--- src/rtl/seqmul_accumulator.sv ---
// rtl/seqmul_accumulator.sv - frame accumulator for sequential multiplier products with valid/ready result port
module seqmul_accumulator #(
    parameter int PROD_W = 16,
    parameter int LEN_W  = 4,
    localparam int ACC_W = PROD_W + LEN_W
) (
    input  logic              clk,
    input  logic              reset,
    input  logic              clear,
    input  logic [LEN_W-1:0]  len,
    input  logic              mul_done,
    input  logic [PROD_W-1:0] mul_prod,
    input  logic              out_ready,
    output logic              out_valid,
    output logic [ACC_W-1:0]  acc_out,
    output logic              busy,
    output logic              overrun
);

    typedef enum logic [1:0] {
        IDLE  = 2'd0,
        ACCUM = 2'd1,
        HOLD  = 2'd2
    } state_t;

    state_t             state, state_d;
    logic [ACC_W-1:0]   acc, acc_d;
    logic [LEN_W-1:0]   cnt, cnt_d;
    logic [LEN_W-1:0]   len_q, len_d;
    logic [LEN_W-1:0]   cnt_inc;
    logic               overrun_d;
    logic               take_first;

    assign cnt_inc = cnt + LEN_W'(1);

    // State and datapath registers; reset discards any partial frame at once
    always_ff @(posedge clk or posedge reset) begin
        if (reset) begin
            state   <= IDLE;
            acc     <= '0;
            cnt     <= '0;
            len_q   <= '0;
            overrun <= 1'b0;
        end else begin
            state   <= state_d;
            acc     <= acc_d;
            cnt     <= cnt_d;
            len_q   <= len_d;
            overrun <= overrun_d;
        end
    end

    // Next-state and datapath update; clear overrides everything, including a same-cycle product
    always_comb begin
        state_d    = state;
        acc_d      = acc;
        cnt_d      = cnt;
        len_d      = len_q;
        overrun_d  = overrun;
        take_first = 1'b0;
        if (clear) begin
            state_d   = IDLE;
            acc_d     = '0;
            cnt_d     = '0;
            overrun_d = 1'b0;
        end else begin
            case (state)
                IDLE: begin
                    if (mul_done) take_first = 1'b1;
                end
                ACCUM: begin
                    if (mul_done) begin
                        acc_d = acc + ACC_W'(mul_prod);
                        cnt_d = cnt_inc;
                        if (cnt_inc == len_q) state_d = HOLD;
                    end
                end
                HOLD: begin
                    if (out_ready) begin
                        state_d = IDLE;
                        // A product arriving on the handshake edge opens the next frame
                        if (mul_done) take_first = 1'b1;
                    end else if (mul_done) begin
                        overrun_d = 1'b1;
                    end
                end
                default: state_d = IDLE;
            endcase
            if (take_first) begin
                acc_d   = ACC_W'(mul_prod);
                len_d   = len;
                cnt_d   = '0;
                state_d = (len == '0) ? HOLD : ACCUM;
            end
        end
    end

    assign out_valid = (state == HOLD);
    assign busy      = (state == HOLD);
    assign acc_out   = acc;

endmodule

--- config.mk ---
export PLATFORM = sky130hd
export DESIGN_NAME = seqmul_accumulator
export DESIGN_NICKNAME = d
export VERILOG_FILES = /design/src/rtl/seqmul_accumulator.sv
export SDC_FILE = /design/constraint.sdc
export NUM_CORES = 1
export LEC_CHECK = 0
export BUFFER_PORTS_ARGS = -buffer_cell sky130_fd_sc_hd__buf_2
export CORE_ASPECT_RATIO = 0.6
export CORE_MARGIN = 3
export CORE_UTILIZATION = 60
export DETAILED_ROUTE_END_ITERATION = 10
export GPL_TIMING_DRIVEN = 0
export HOLD_SLACK_MARGIN = 0.02
export PLACE_DENSITY = 0.84
export SYNTH_ARGS = -nofsm -noshare
export SYNTH_HDL_FRONTEND = slang
export SYNTH_SLANG_ARGS = --single-unit
--- constraint.sdc ---
create_clock -name clk -period 4.4 [get_ports clk]
set_clock_uncertainty 0.15 [all_clocks]
set_input_delay 0.22 -clock clk [delete_from_list [all_inputs] [get_ports clk]]
set_output_delay 0.22 -clock clk [all_outputs]
set_load 0.02 [all_outputs]
After elaboration in Yosys (flattened, before gate mapping)
Cells that the tools add are included.
Storage, ports and cells
  bits in registers: 31
  logic and storage cells: 49
Operators by class
  add/subtract/negate cells: 2
  equality and inequality tests: 8
  multiplexer cells: 23
  bitwise gates (word level): 1
  reductions and logical operators: 10
Operators by type and width (count)
  $mux 20: 4
  $add 20x16->20: 1
  $mux 4: 4
  $mux 2: 6
  $ne 4x4->1 const B: 2
  $mux 1: 7
  $pmux 2 s3: 1
  $reduce_bool 3->1: 2
  $add 4x1->4 const B: 1
  $eq 4x4->1: 1
  $logic_not 4->1: 1
  $ne 4x3->1 const B: 1
  $reduce_and 2->1: 2
  $reduce_and 4->1: 1
  $reduce_bool 2->1: 2
  $ne 3x3->1 const B: 1
  $reduce_and 3->1: 1
  $eq 2x1->1 const B: 1
  $eq 2x2->1 const B: 1
  $logic_not 2->1: 1
  $ne 2x2->1 const B: 1
  $pmux 1 s2: 1
  $not 1->1: 1

Depth between registers and ports, before layout
  word-level depth: 7
  mapped depth: 9
  gate-level depth less buffers: 9

Least setup slack after synthesis
OpenSTA, ideal clock, no wires.
  kind: register to register
  start: register acc[0], in the netlist acc_out[0]
  end: register acc[12], in the netlist acc_out[12]
  library setup time: 76 ps
  arrival: 2068 ps
  required time: 4174 ps
  slack: 2106 ps
  cell stages (with the launch flop): 10
  period minus slack after synthesis: 2294 ps
  cell sequence: dfrtp_1 -> ha_1 -> inv_1 -> fa_1 -> nor2b_1 -> o211ai_1 -> a31oi_2 -> a22o_1 -> mux2i_1 -> o21ai_1
Between the ends
  word-level cells in the longest chain between the ends: 5
RTL lines
  start, declared: RTL line 27  | logic [ACC_W-1:0] acc, acc_d;
  start signal, assigned: RTL line 40  | acc <= '0;
  start signal, assigned: RTL line 46  | acc <= acc_d;
  $add 20x16->20: RTL line 73  | acc_d = acc + ACC_W'(mul_prod);
  $mux 20: RTL line 72  | if (mul_done) begin
  $mux 20: RTL line 67  | case (state)
  $mux 20: RTL line 89  | if (take_first) begin
  $mux 20: RTL line 61  | if (clear) begin
No other way between the ends. The select of a mux whose other input is x is not followed.
A chain may end at the register's enable or synchronous reset.

Worst setup path after layout
  start: register acc[4], in the netlist acc_out[4]
  end: register acc[15], in the netlist acc_out[15]
Same word-level chain as after synthesis.

==> flow_summary.ini <==
[worst_setup_path]
worstPathRequired_ns = 4.42
start_kind = flop
path_cells = ha_1 > a21oi_1 > o211ai_2 > a211oi_2 > a22oi_1 > xnor2_1 > o21ai_1
setup.worst_path.class = flop to flop
crit_path_top_delay_cell = a211oi_2
crit_fanout = 6
critPathMaxStageDelay_ns = 0.50
critical_path_arrival_ns = 2.50
rrSetupSlack_ns = 1.92
crit_path_end_kind = flop

[power]
p_leak_nw = 1.30
pwr-share-comb_pct = 48.9
pwr-share-clk_pct = 19.6
p_int_mw = 0.681
switching_share_pct = 42.3
seq_power_share_pct = 31.5
peakVddDrop_mv = 0.217
power.net_switching_mw = 0.499
power_density_nw_per_um2 = 423

[sta]
tns_ns = 0
slew_headroom_pct = 18.8
timing.fmax_ghz = 0.403
layout_setup_ws_ns = 1.92
min_period_over_period_pct = 56.4
hold_viol_final = 0
fin_crit_ns = 2.48
tightest_slew_ns = 1.22
setup_viol = 0
slew_violations = 0
grt_setup_unrepaired = false

[synthesis]
synthArstFlopShare_pct = 100
synth_compound_area_share_pct = 29.9
synth.top_cells.by_count = nand2_1 (32), dfrtp_1 (31), o21ai_0 (22)
synthSimpleGateAreaFrac_pct = 15.8
synth_xor_xnor_area_share_pct = 5.81
ys.flop_type = dfrtp_1
netlist-cell-type-count = 53
synthAdderAreaFrac_pct = 9.65
synthMuxAreaShare_pct = 3.11
synth_edf_count = 0
yosys_warnings = 0
synth.avg_cell_area_sq_um = 8.84
synth_top_cell_by_area = dfrtp_1
yosysSeqAreaShare_pct = 32.2
synth_area_leaders = dfrtp_1 (32%), ha_1 (8.8%), nand2_1 (5.0%)
yosys.cell_count.top_type = nand2_1
netlist_area_sq_um = 2410
synth_top_area_share_pct = 32.2
synth_nets = 316
synth_top_family_by_area = compound AO/OA/AOI/OAI gates
postSynthCellCount = 273
synth-seq-cells = 31

[route]
drt-total-wl_mm = 6.10
drt-initial-drc-count = 167
wl_per_cell_microns = 16.4
ant_nets = 0
dr.pass1.iters = 5
drc = 0
vias = 2313
avgViaCountPerCell = 6.20

[grt]
grt_pass1_wl_mm = 9.90
grt_max_degree = 32
grt-ovfl-total = 0
grt_usage_pct = 27.2
antenna_found_initial = 0
grt_pass1_vias = 2039

[finish]
nNetsFinal = 369
drive_gt1_share_pct = 22.1
area_growth_pct = 15.6
antenna_cells = 0
fin_util_pct = 74.1
final_area_sq_um = 2790

[clock_tree]
clk_path_buf_depth = 2
clockRootBuffer = clkbuf_8
htree_levels = 2
cts_setup_buffers = 0
postCtsHoldBufs = 0
cts_buffers = 5
clk_pin_slew_ns = 0.07
cts_tree = built
clock_latency_ns = 0.28
cts.sinks = 31
cts_resized = 0

[floorplan]
die_x_microns = 87.9
die_area_sq_um = 4840
initial_core_util_pct = 64.1
die_y_microns = 55.1
core_area_sq_um = 3760
num_rows = 17
ios = 48

[placement]
gp_congestion = 0.831
numPortBuffers = 46
place_area_sq_um = 2700
place_ws_ns = 1.97
hpwl_mm = 4.61

[run_status]
outcome = finished clean

[worst_hold_path]
hp-class = input pin to flop

[flow_run]
cap_violations = 0
sequential cells by signal, summed over array words and instances (netlist names):
register / flops
acc_out: 20
state: 2
len_q: 4
overrun: 1
cnt: 4
cell usage in the layout (no fill, tap or decap), types with 2 or more instances in the layout:
cell	n
a211oi_1	3
a211oi_2	2
a21o_1	3
a21oi_1	20
a221oi_1	2
a22o_1	7
a22oi_1	8
a311oi_4	2
a31oi_1	5
and2_1	2
and2b_1	2
and3_1	2
buf_2	48
buf_4	2
clkbuf_1	5
clkbuf_8	6
dfrtp_1	31
ha_1	17
inv_1	11
mux2_2	4
mux2i_1	3
nand2_1	32
nand2b_1	6
nand3_1	6
nor2_1	14
nor2b_1	3
nor3_1	3
nor3b_1	2
nor4_1	3
o2111ai_1	2
o211ai_1	3
o21ai_0	22
o21ai_1	7
o31a_1	2
or3_1	2
xnor2_1	5
xor2_1	11
layer usage:
layer	vias up	routed length, microns	global-route usage, %	share of wire [%]
met3	11	478	7.40	7.8
li1	1125	-	-	-
met1	1082	2890	38.1	47
met2	95	2660	40.3	44
met4	0	73	9.95	1.2
met5	-	0	0	0
worst max-delay path: cells and delay by family (launching register included):
| kind | cells | cell delay (ns) |
|---|---|---|
| AO/OA/AOI/OAI | 5 | 1.32 |
| XOR/XNOR | 1 | 0.16 |
| adder cells (fa/ha/maj) | 1 | 0.34 |
| flip-flops | 1 | 0.40 |
area by class of cell:
type                            instances  area (sq um)
Buffer                                  9          43.8
Tap cell                               47          58.8
Clock buffer                            6          82.6
Fill cell                             297           976
Sequential cell                        31           776
Inverter                               11          41.3
Multi-Input combinational cell        222          1550
Timing Repair Buffer                   46           230
Clock inverter                          1          5.00
metrics by stage:
step	hold slack [ns]	cells	total power [mW]
2_1_floorplan	0.174	273	0.802
3_3_place_gp	0.321	366	0.925
3_5_place_dp	0.326	366	0.943
4_1_cts	0.0290	373	1.18
5_1_grt	0.0344	373	1.27
6_report	0.0309	373	1.18
kinds of logic (layout without fill, tap and decap cells):
| family | Yosys count | in the layout |
|---|---|---|
| compound gates | 101 | 101 |
| xor+xnor | 16 | 16 |
| simple gates | 80 | 80 |
| fa+ha+maj | 18 | 18 |
| buf+inv | 20 | 73 |
| flops | 31 | 31 |
| mux | 7 | 7 |
power groups by stage:
| stage | Combinational [mW] | Sequential (mW) | Clock, mW |
|---|---|---|---|
| final | 0.577 | 0.372 | 0.231 |
| after CTS | 0.572 | 0.371 | 0.235 |
| after global routing | 0.642 | 0.379 | 0.248 |
| after floorplan | 0.387 | 0.415 | 0 |
| after detailed placement | 0.567 | 0.376 | 0 |
| after global placement | 0.551 | 0.374 | 0 |
path summary, 6_finish.rpt:
kind,start,to,cells after the start
max,acc_out[4],acc_out[15],7
min,len[2],len_q[2],2
max reg2reg,acc_out[4],acc_out[15],7
min reg2reg,overrun,overrun,2
max in group asynchronous,reset,acc_out[15],2
min in group asynchronous,reset,acc_out[4],2
No activity file was read; power rests on OpenSTA's default activity.
